===== src/rtl/hp_ch_sched.sv =====
// Multi-channel scheduler sharing one highpass core: per-channel capture, round-robin grant, core handshake.
// Optional core-completion watchdog enabled by defining HP_SCHED_WDOG_EN.
module hp_ch_sched #(
  parameter int NUM_CH   = 8,
  parameter int DATA_W   = 24,
  parameter int WDOG_CYC = 64
) (
  input  logic                        i_clk,
  input  logic                        i_rst_n,
  input  logic [NUM_CH-1:0]           i_ch_valid,
  input  logic [NUM_CH*DATA_W-1:0]    i_ch_data,
  output logic                        o_core_start,
  output logic [$clog2(NUM_CH)-1:0]   o_core_ch,
  output logic signed [DATA_W-1:0]    o_core_x,
  input  logic                        i_core_done,
  input  logic signed [DATA_W-1:0]    i_core_y,
  output logic                        o_y_valid,
  input  logic                        i_y_ready,
  output logic [$clog2(NUM_CH)-1:0]   o_y_ch,
  output logic signed [DATA_W-1:0]    o_y_data,
  output logic [NUM_CH-1:0]           o_overrun,
  input  logic [NUM_CH-1:0]           i_ovr_clr,
  output logic                        o_busy,
  output logic                        o_wdog_err
);

  localparam int CH_W = $clog2(NUM_CH);

  if (NUM_CH < 2 || NUM_CH > 32 || WDOG_CYC < 1) begin : g_bad_cfg
    $error("hp_ch_sched: unsupported NUM_CH or WDOG_CYC");
  end

  typedef enum logic [1:0] {IDLE = 2'd0, ISSUE = 2'd1, WAIT = 2'd2, OUT = 2'd3} state_t;

  state_t                    state, state_nxt;
  logic [NUM_CH-1:0]         pending, pending_nxt, ovr_nxt;
  logic signed [DATA_W-1:0]  hold [NUM_CH];
  logic [CH_W-1:0]           sel, last_ch, grant;
  logic signed [DATA_W-1:0]  grant_x;
  logic                      wdog_expire;

  // First requesting channel after 'last', wrapping from NUM_CH-1 to 0.
  function automatic logic [CH_W-1:0] rr_pick(input logic [NUM_CH-1:0] req,
                                              input logic [CH_W-1:0]   last);
    logic [CH_W-1:0] idx;
    logic            found;
    rr_pick = last;
    found   = 1'b0;
    for (int i = 1; i <= NUM_CH; i++) begin
      idx = CH_W'((int'(last) + i) % NUM_CH);
      if (!found && req[idx]) begin
        rr_pick = idx;
        found   = 1'b1;
      end
    end
  endfunction

  assign grant = rr_pick(pending, last_ch);

  // A sample arriving in the grant cycle is newer than the held one, so forward it.
  always_comb begin
    grant_x = hold[grant];
    if (i_ch_valid[grant]) grant_x = i_ch_data[int'(grant)*DATA_W +: DATA_W];
  end

  always_ff @(posedge i_clk or negedge i_rst_n) begin
    if (!i_rst_n) state <= IDLE;
    else          state <= state_nxt;
  end

  always_comb begin
    state_nxt = state;
    case (state)
      IDLE:    if (|pending) state_nxt = ISSUE;
      ISSUE:   state_nxt = WAIT;
      WAIT:    if (i_core_done)      state_nxt = OUT;
               else if (wdog_expire) state_nxt = IDLE;
      OUT:     if (i_y_ready) state_nxt = IDLE;
      default: state_nxt = IDLE;
    endcase
  end

  always_comb begin
    o_core_start = (state == ISSUE);
    o_y_valid    = (state == OUT);
    o_busy       = (state != IDLE);
  end

  // Pending/overrun update: issuing a channel consumes its pending bit, and a
  // capture in that same cycle re-arms it without counting as an overrun.
  always_comb begin
    logic issue_clr;
    issue_clr   = 1'b0;
    pending_nxt = pending;
    ovr_nxt     = o_overrun;
    for (int k = 0; k < NUM_CH; k++) begin
      issue_clr      = (state == ISSUE) && (sel == CH_W'(k));
      pending_nxt[k] = i_ch_valid[k] | (pending[k] & ~issue_clr);
      ovr_nxt[k]     = (i_ch_valid[k] & pending[k] & ~issue_clr) |
                       (o_overrun[k] & ~i_ovr_clr[k]);
    end
  end

  always_ff @(posedge i_clk or negedge i_rst_n) begin
    if (!i_rst_n) begin
      for (int k = 0; k < NUM_CH; k++) hold[k] <= '0;
    end else begin
      for (int k = 0; k < NUM_CH; k++)
        if (i_ch_valid[k]) hold[k] <= i_ch_data[k*DATA_W +: DATA_W];
    end
  end

  always_ff @(posedge i_clk or negedge i_rst_n) begin
    if (!i_rst_n) begin
      pending   <= '0;
      o_overrun <= '0;
      sel       <= '0;
      last_ch   <= CH_W'(NUM_CH - 1);
      o_core_ch <= '0;
      o_core_x  <= '0;
      o_y_ch    <= '0;
      o_y_data  <= '0;
    end else begin
      pending   <= pending_nxt;
      o_overrun <= ovr_nxt;
      if (state == IDLE && |pending) begin
        sel       <= grant;
        o_core_ch <= grant;
        o_core_x  <= grant_x;
      end
      if (state == WAIT && i_core_done) begin
        o_y_data <= i_core_y;
        o_y_ch   <= sel;
      end
      if ((state == OUT && i_y_ready) || wdog_expire) last_ch <= sel;
    end
  end

`ifdef HP_SCHED_WDOG_EN
  localparam int WC_W = $clog2(WDOG_CYC + 1);
  logic [WC_W-1:0] wdog_cnt;

  assign wdog_expire = (state == WAIT) && !i_core_done && (wdog_cnt == WC_W'(WDOG_CYC - 1));

  always_ff @(posedge i_clk or negedge i_rst_n) begin
    if (!i_rst_n) begin
      wdog_cnt   <= '0;
      o_wdog_err <= 1'b0;
    end else begin
      if (state == ISSUE)     wdog_cnt <= '0;
      else if (state == WAIT) wdog_cnt <= wdog_cnt + WC_W'(1);
      if (wdog_expire) o_wdog_err <= 1'b1;
    end
  end
`else
  assign wdog_expire = 1'b0;
  assign o_wdog_err  = 1'b0;
`endif

endmodule


===== config.mk =====
export PLATFORM = sky130hd
export DESIGN_NAME = hp_ch_sched
export DESIGN_NICKNAME = d
export VERILOG_FILES = /design/src/rtl/hp_ch_sched.sv
export SDC_FILE = /design/constraint.sdc
export NUM_CORES = 1
export LEC_CHECK = 0
export ABC_AREA = 1
export CORE_ASPECT_RATIO = 0.6
export CORE_MARGIN = 2
export CORE_UTILIZATION = 48
export DETAILED_ROUTE_END_ITERATION = 8
export GPL_TIMING_DRIVEN = 0
export MAX_ROUTING_LAYER = met4
export PLACE_DENSITY = 0.78
export REMOVE_ABC_BUFFERS = 1
export SKIP_LAST_GASP = 1
export SYNTH_ARGS = -nofsm -noshare
export SYNTH_HDL_FRONTEND = slang
export SYNTH_SLANG_ARGS = --single-unit

===== constraint.sdc =====
create_clock -name i_clk -period 2.9 [get_ports i_clk]
set_input_delay 0.725 -clock i_clk [delete_from_list [all_inputs] [get_ports i_clk]]
set_output_delay 0.725 -clock i_clk [all_outputs]
set_load 0.02 [all_outputs]

# Yosys cells after proc, flatten, opt, wreduce, memory -nomap -nowiden
# Index checks and enable logic that the tools add are counted.
[op_classes]
n_mul = 1
add_sub_neg = 8
n_reduce_logical = 30
muxes = 41
magnitude_cmp = 10
shifts = 1
bitwise_logic = 65
eq_ne = 13
div = 0
[op_table]
columns = ["op", "count"]
rows = [
  ["192-bit by 9-bit indexed part select with 24-bit output", 1],
  ["24-bit binary-select mux with 3-bit select", 1],
  ["24-bit 2-to-1 mux", 3],
  ["3-bit by 4-bit less-than comparator with 1-bit output, second input constant", 9],
  ["1-bit bitwise AND", 32],
  ["1-bit binary-select mux with 3-bit select", 9],
  ["3-bit 2-to-1 mux", 8],
  ["1-bit logical AND", 18],
  ["1-bit 2-to-1 mux", 16],
  ["1-bit NOT", 16],
  ["1-bit bitwise OR", 16],
  ["3-bit adder, second input constant", 4],
  ["3-bit equality test, second input constant", 4],
  ["2-bit one-hot mux with 4 select lines", 1],
  ["8-bit OR reduction", 1],
  ["1-bit logical NOT", 7],
  ["3-bit by 1-bit adder with 3-bit output, second input constant", 2],
  ["3-bit by 2-bit adder with 3-bit output, second input constant", 2],
  ["3-bit by 2-bit equality test with 1-bit output, second input constant", 2],
  ["2-bit 2-to-1 mux", 3],
  ["3-bit by 2-bit multiplier with 5-bit output, second input constant", 1],
  ["2-bit equality test, second input constant", 2],
  ["4-bit greater-or-equal comparator, second input constant", 1],
  ["2-bit by 1-bit inequality test with 1-bit output, second input constant", 2],
  ["other kinds (8)", 8],
]
[totals]
latchBits = 0
output_inout_bits = 66
mem_count = 0
mem_bits_ro = 0
in_bits = 236
ram_bits = 0
ff_bits = 267
word_cells = 185

# Depth between registers and ports, before layout
[logic_depth]
depth_word = 30
depth_mapped = 27
ltp_nobuf = 24

# Worst setup path after synthesis
# No wires, ideal clock.
[synth_timing]
path_type = "register to register"
from = "register last_ch[1]"
to = "register o_core_x[10]"
path_slack_ns = -0.203
n_path_buf = 3
t_required_ns = 2.782
synth_period_minus_slack_ns = 3.103
stages_incl_launch_ff = 24
arrival_ns = 2.985
setup_ns = 0.118
cell_sequence = "dfstp_2 -> buf_2 -> inv_2 -> ha_1 -> inv_2 -> nand3_1 -> nand3_2 -> nand2_2 -> nor2_4 -> nand4_2 -> nor2_4 -> nand2_4 -> nand2_8 -> buf_4 -> buf_2 -> nand3_1 -> nand2_1 -> nand2_1 -> nand2_1 -> nor2_1 -> nor2_1 -> nand2_1 -> nand3_1 -> nand2_1"
[synth_via]
elab_chain_len = 30
word_cells_on_any_way = 62
classes_between = "add/sub: 8; mul: 1; shift: 1; mux: 37; bitwise: 1; reduce/logical: 14"
[synth_rtl]
columns = ["element", "line_no", "source"]
rows = [
  ["start, declared", "38", "logic [CH_W-1:0] sel, last_ch, grant;"],
  ["start signal, assigned", "118", "last_ch <= CH_W'(NUM_CH - 1);"],
  ["start signal, assigned", "135", "if ((state == OUT && i_y_ready) || wdog_expire) last_ch <= sel;"],
  ["3-bit by 1-bit adder with 3-bit output", "50", "idx = CH_W'((int'(last) + i) % NUM_CH);"],
  ["1-bit binary-select mux with 3-bit select", "51", "if (!found && req[idx]) begin"],
  ["1-bit 2-to-1 mux (implied by the code)", "51", ""],
  ["1-bit 2-to-1 mux", "51", ""],
  ["1-bit logical NOT", "51", ""],
  ["1-bit logical AND", "51", ""],
  ["1-bit 2-to-1 mux", "51", ""],
  ["1-bit logical NOT", "51", ""],
  ["(+11 left out)", "-", ""],
  ["1-bit logical NOT", "51", ""],
  ["1-bit logical AND", "51", ""],
  ["1-bit 2-to-1 mux", "51", ""],
  ["1-bit logical NOT", "51", ""],
  ["1-bit logical AND", "51", ""],
  ["3-bit 2-to-1 mux (*)", "51", ""],
  ["parallel branches: the longest is 4 deep, another holds 3-bit by 2-bit multiplier with 5-bit output", "-", ""],
  ["24-bit 2-to-1 mux (*)", "63", "if (i_ch_valid[grant]) grant_x = i_ch_data[int'(grant)*DATA_W +: DATA_W];"],
  ["end signal, assigned", "129", "o_core_x <= grant_x;"],
  ["end, declared", "14", "output logic signed [DATA_W-1:0] o_core_x,"],
]
# Mark *: on every way between the ends. The select of a mux whose other input is x is not followed.
# A chain may end at the register's enable or synchronous reset.

# Worst setup path in the final report
[layout_timing]
from = "register last_ch[0]"
to = "register o_core_x[17]"
# The elaborated chain is that of the path after synthesis.

==> metrics.txt <==
most common cell after layout, fill and taps aside=nand2_1; prevailing post-synth register cell=dfrtp_1; syn avg cell area=6.822 um^2; critical path peak fanout=8; CP Data Required Time=between 3 and 4 ns; Worst Path Arrival=3.97 ns; #FFs+latches synth=267; routed vias/inst=6.058; Mapped Cells=2,258; iteration count of the initial detailed-routing pass=7; RSZ-0062 raised after global routing=yes; die area=33,590 um^2; max cap viols=0; DRT iter0 DRCs=2,619; Synth cell types=37; number of port buffers=300; global-route wire length before repair=102.2 mm; Worst-path clk slew=0.07 ns; Core ar.=around 31,000 um^2; Chip Width=235.3 um; height of the die=142.8 um; GPL Wtd Cong=between 0.8 and 0.9; clock sinks=267; setup ws final=-0.5683 ns; Detail Placement HPWL=33.78 mm; final setup vio count=26; Warnings, synthesis=0; Routed Antenna Nets=0; synth top area cells=dfrtp_1 43%, nand2_1 26%, nand3_1 14%, inv_1 3.4%, o21ai_0 2.7%; wire length per cell=approximately 23 um; failing checks=setup timing; fmax=between 200 and 300 MHz; Routed WL=70.38 mm; Fill cells=2,430; vias in the first global route=17,460; CP Class=flip-flop to flip-flop; share of cells above drive strength 1=12.74%; pre-CTS WS=-3.573 ns; Yosys top cell area share=roughly 43%; Layout area overhead=42.51%; vias=18,240; total CTS buffers=28; Clock Path Buffers=3; CTS Hold Bufs=0; Startpoint Class=flip-flop; crit share post-route=119.6%; nets=between 2,000 and 3,000; Final Hold Violating Endpoints=0; pin count of the biggest net entering global routing=100; status=finished with violations; register area share after synthesis=43.40%; post-synthesis cell area=between 15,000 and 20,000 um^2; top sig layer=met4; Met1 Wirelength=25.69 mm; Yosys top cell by area=dfrtp_1; Remaining DRCs=0; clock root buffer=clkbuf_16; Skew-Pair Late Insertion Delay=0.58 ns; Slew @ Worst Pin=1.235 ns; H-tree Lvls=1; Initial Util=49.05%; min-delay worst type=input pin to asynchronous set/reset pin; most frequent cells in the layout=1,009 x nand2_1, 396 x nand3_1, 291 x clkdlybuf4s50_1; Congestion Overflow GR=0; crit end category=flip-flop; met2 routed WL=approximately 29 mm; standard-cell rows=50; CTS tree=yes; Setup Skew=~0.024 ns; Async S/R FF share, synth=100.0%; num ports=between 300 and 400; Slew headroom=17.44%; max-slew violations=0; GRT Total Usage=41.48%; met3 WL=11.49 mm; minimum clock period=3.468 ns; antenna violations before repair=5; number of synthesized flops with an enable pin=0
## layout make-up
cell class / count / area [um^2] / area share (%)
Timing Repair inverter: 4 / 65.06 / 0.2964
Multi-Input combinational cell: 1714 / 8448 / 38.49
Clock buffer: 45 / 855.8 / 3.899
Antenna cell: 5 / 12.51 / 0.05700
Timing Repair Buffer: 403 / 4637 / 21.12
Sequential cell: 267 / 6689 / 30.47
Tap cell: 416 / 520.5 / 2.371
Clock inverter: 6 / 86.33 / 0.3933
Inverter: 151 / 636.9 / 2.901
## registers in the layout, summed over array words and instances, names as in the netlist
register / count
hold: 192
last_ch: 3
o_core_ch: 3
o_core_x: 24
o_overrun: 8
o_y_ch: 3
o_y_data: 24
pending: 8
state: 2
## kinds of logic after synthesis
kind of cell               count (synthesis)  share of synthesized area (%)
buffers and inverters                    299                          8.586
AOI/OAI and AO/OA                        103                          3.460
other                                      1                        0.02435
adders and majority gates                  6                         0.4874
and+or+nand+nor                         1555                          42.07
xor gates and xnor gates                   3                         0.2194
muxes                                     24                          1.755
DFF                                      267                          43.40
## per-layer routing
metal,track usage [%],vias to the layer above
met3,14.02,408
met4,19.38,0
met5,-,-
li1,-,7813
met1,52.57,8395
met2,60.10,1625
## worst max-delay path, stage by stage, from the launching register on
cell and delay [ns]:
dfstp_4 0.67, inv_8 0.04, buf_4 0.16, nand2_1 0.09, nand3_1 0.15, nand2_1 0.12
nor2_1 0.06, a31oi_2 0.28, inv_2 0.11, nor2_4 0.16, buf_6 0.17, nand2_8 0.09
nand2_8 0.12, buf_12 0.17, nand3_1 0.11, nand3_2 0.17, nand3_4 0.12, nand2_8 0.15
buf_12 0.14, clkinv_16 0.08, nand2_4 0.08, nand3_2 0.07, nand2_1 0.09
## final timing paths
| kind | startpoint | to | slack, ns | cells past startpoint |
|---|---|---|---|---|
| worst max-delay path | last_ch[0]$_DFFE_PN1P_ | o_core_x[17]$_DFFE_PN0P_ | -0.57 | 22 |
| worst min-delay path | i_rst_n | hold[132]$_DFFE_PN0P_ | 0.17 | 1 |
| worst max register to register | last_ch[0]$_DFFE_PN1P_ | o_core_x[17]$_DFFE_PN0P_ | -0.57 | 22 |
| worst min register to register | hold[116]$_DFFE_PN0P_ | hold[116]$_DFFE_PN0P_ | 0.47 | 2 |
| max in group asynchronous | i_rst_n | o_overrun[2]$_DFF_PN0_ | 1.76 | 2 |
| min in group i_clk | hold[116]$_DFFE_PN0P_ | hold[116]$_DFFE_PN0P_ | 0.47 | 2 |
## cell usage after synthesis, types with 2 or more instances
cell      count
buf_4        11
buf_2        55
o22ai_1       8
a21oi_1       2
buf_1         6
inv_1       138
mux2_2       24
ha_1          6
inv_2         8
nor2_4        2
nand3_1     433
o21ai_1       8
o21ai_0      82
buf_6        12
nand3_2       2
dfstp_2       3
clkinv_1      5
nand2_2       4
nand2_1    1057
nor2_1       47
clkbuf_1     64
dfrtp_1     264
nor3_1        2
nand2_4       2
## through the flow
| stage | utilization (%) | hold slack [ns] | cells | setup TNS [ns] | instance area [um^2] |
|---|---|---|---|---|---|
| global route | 69.90 | 0.2425 | 3011 | -15.35 | 21950 |
| global placement | 57.86 | 0.4537 | 2826 | -3056.68 | 18170 |
| floorplan | - | 0.4294 | 2110 | -72.95 | 14650 |
| CTS | 67.95 | 0.2220 | 2987 | -8.969 | 21340 |
| detailed placement | 58.64 | 0.4592 | 2835 | -92.45 | 18420 |
| finish | 69.90 | 0.1745 | 3011 | -12.96 | 21950 |
## timing repair
| item | 4_1_cts | 5_1_grt |
|---|---|---|
| setup buffers | 62 | 13 |
| cloned | 39 | 7 |
| pin swaps | 36 | 47 |
| setup endpoints to repair | 27 | 27 |
| gates resized for setup | 157 | 80 |
Power is left out: the tool's default activity adds up to more than one toggle a clock period on the data nets, which glitch-free logic cannot reach.
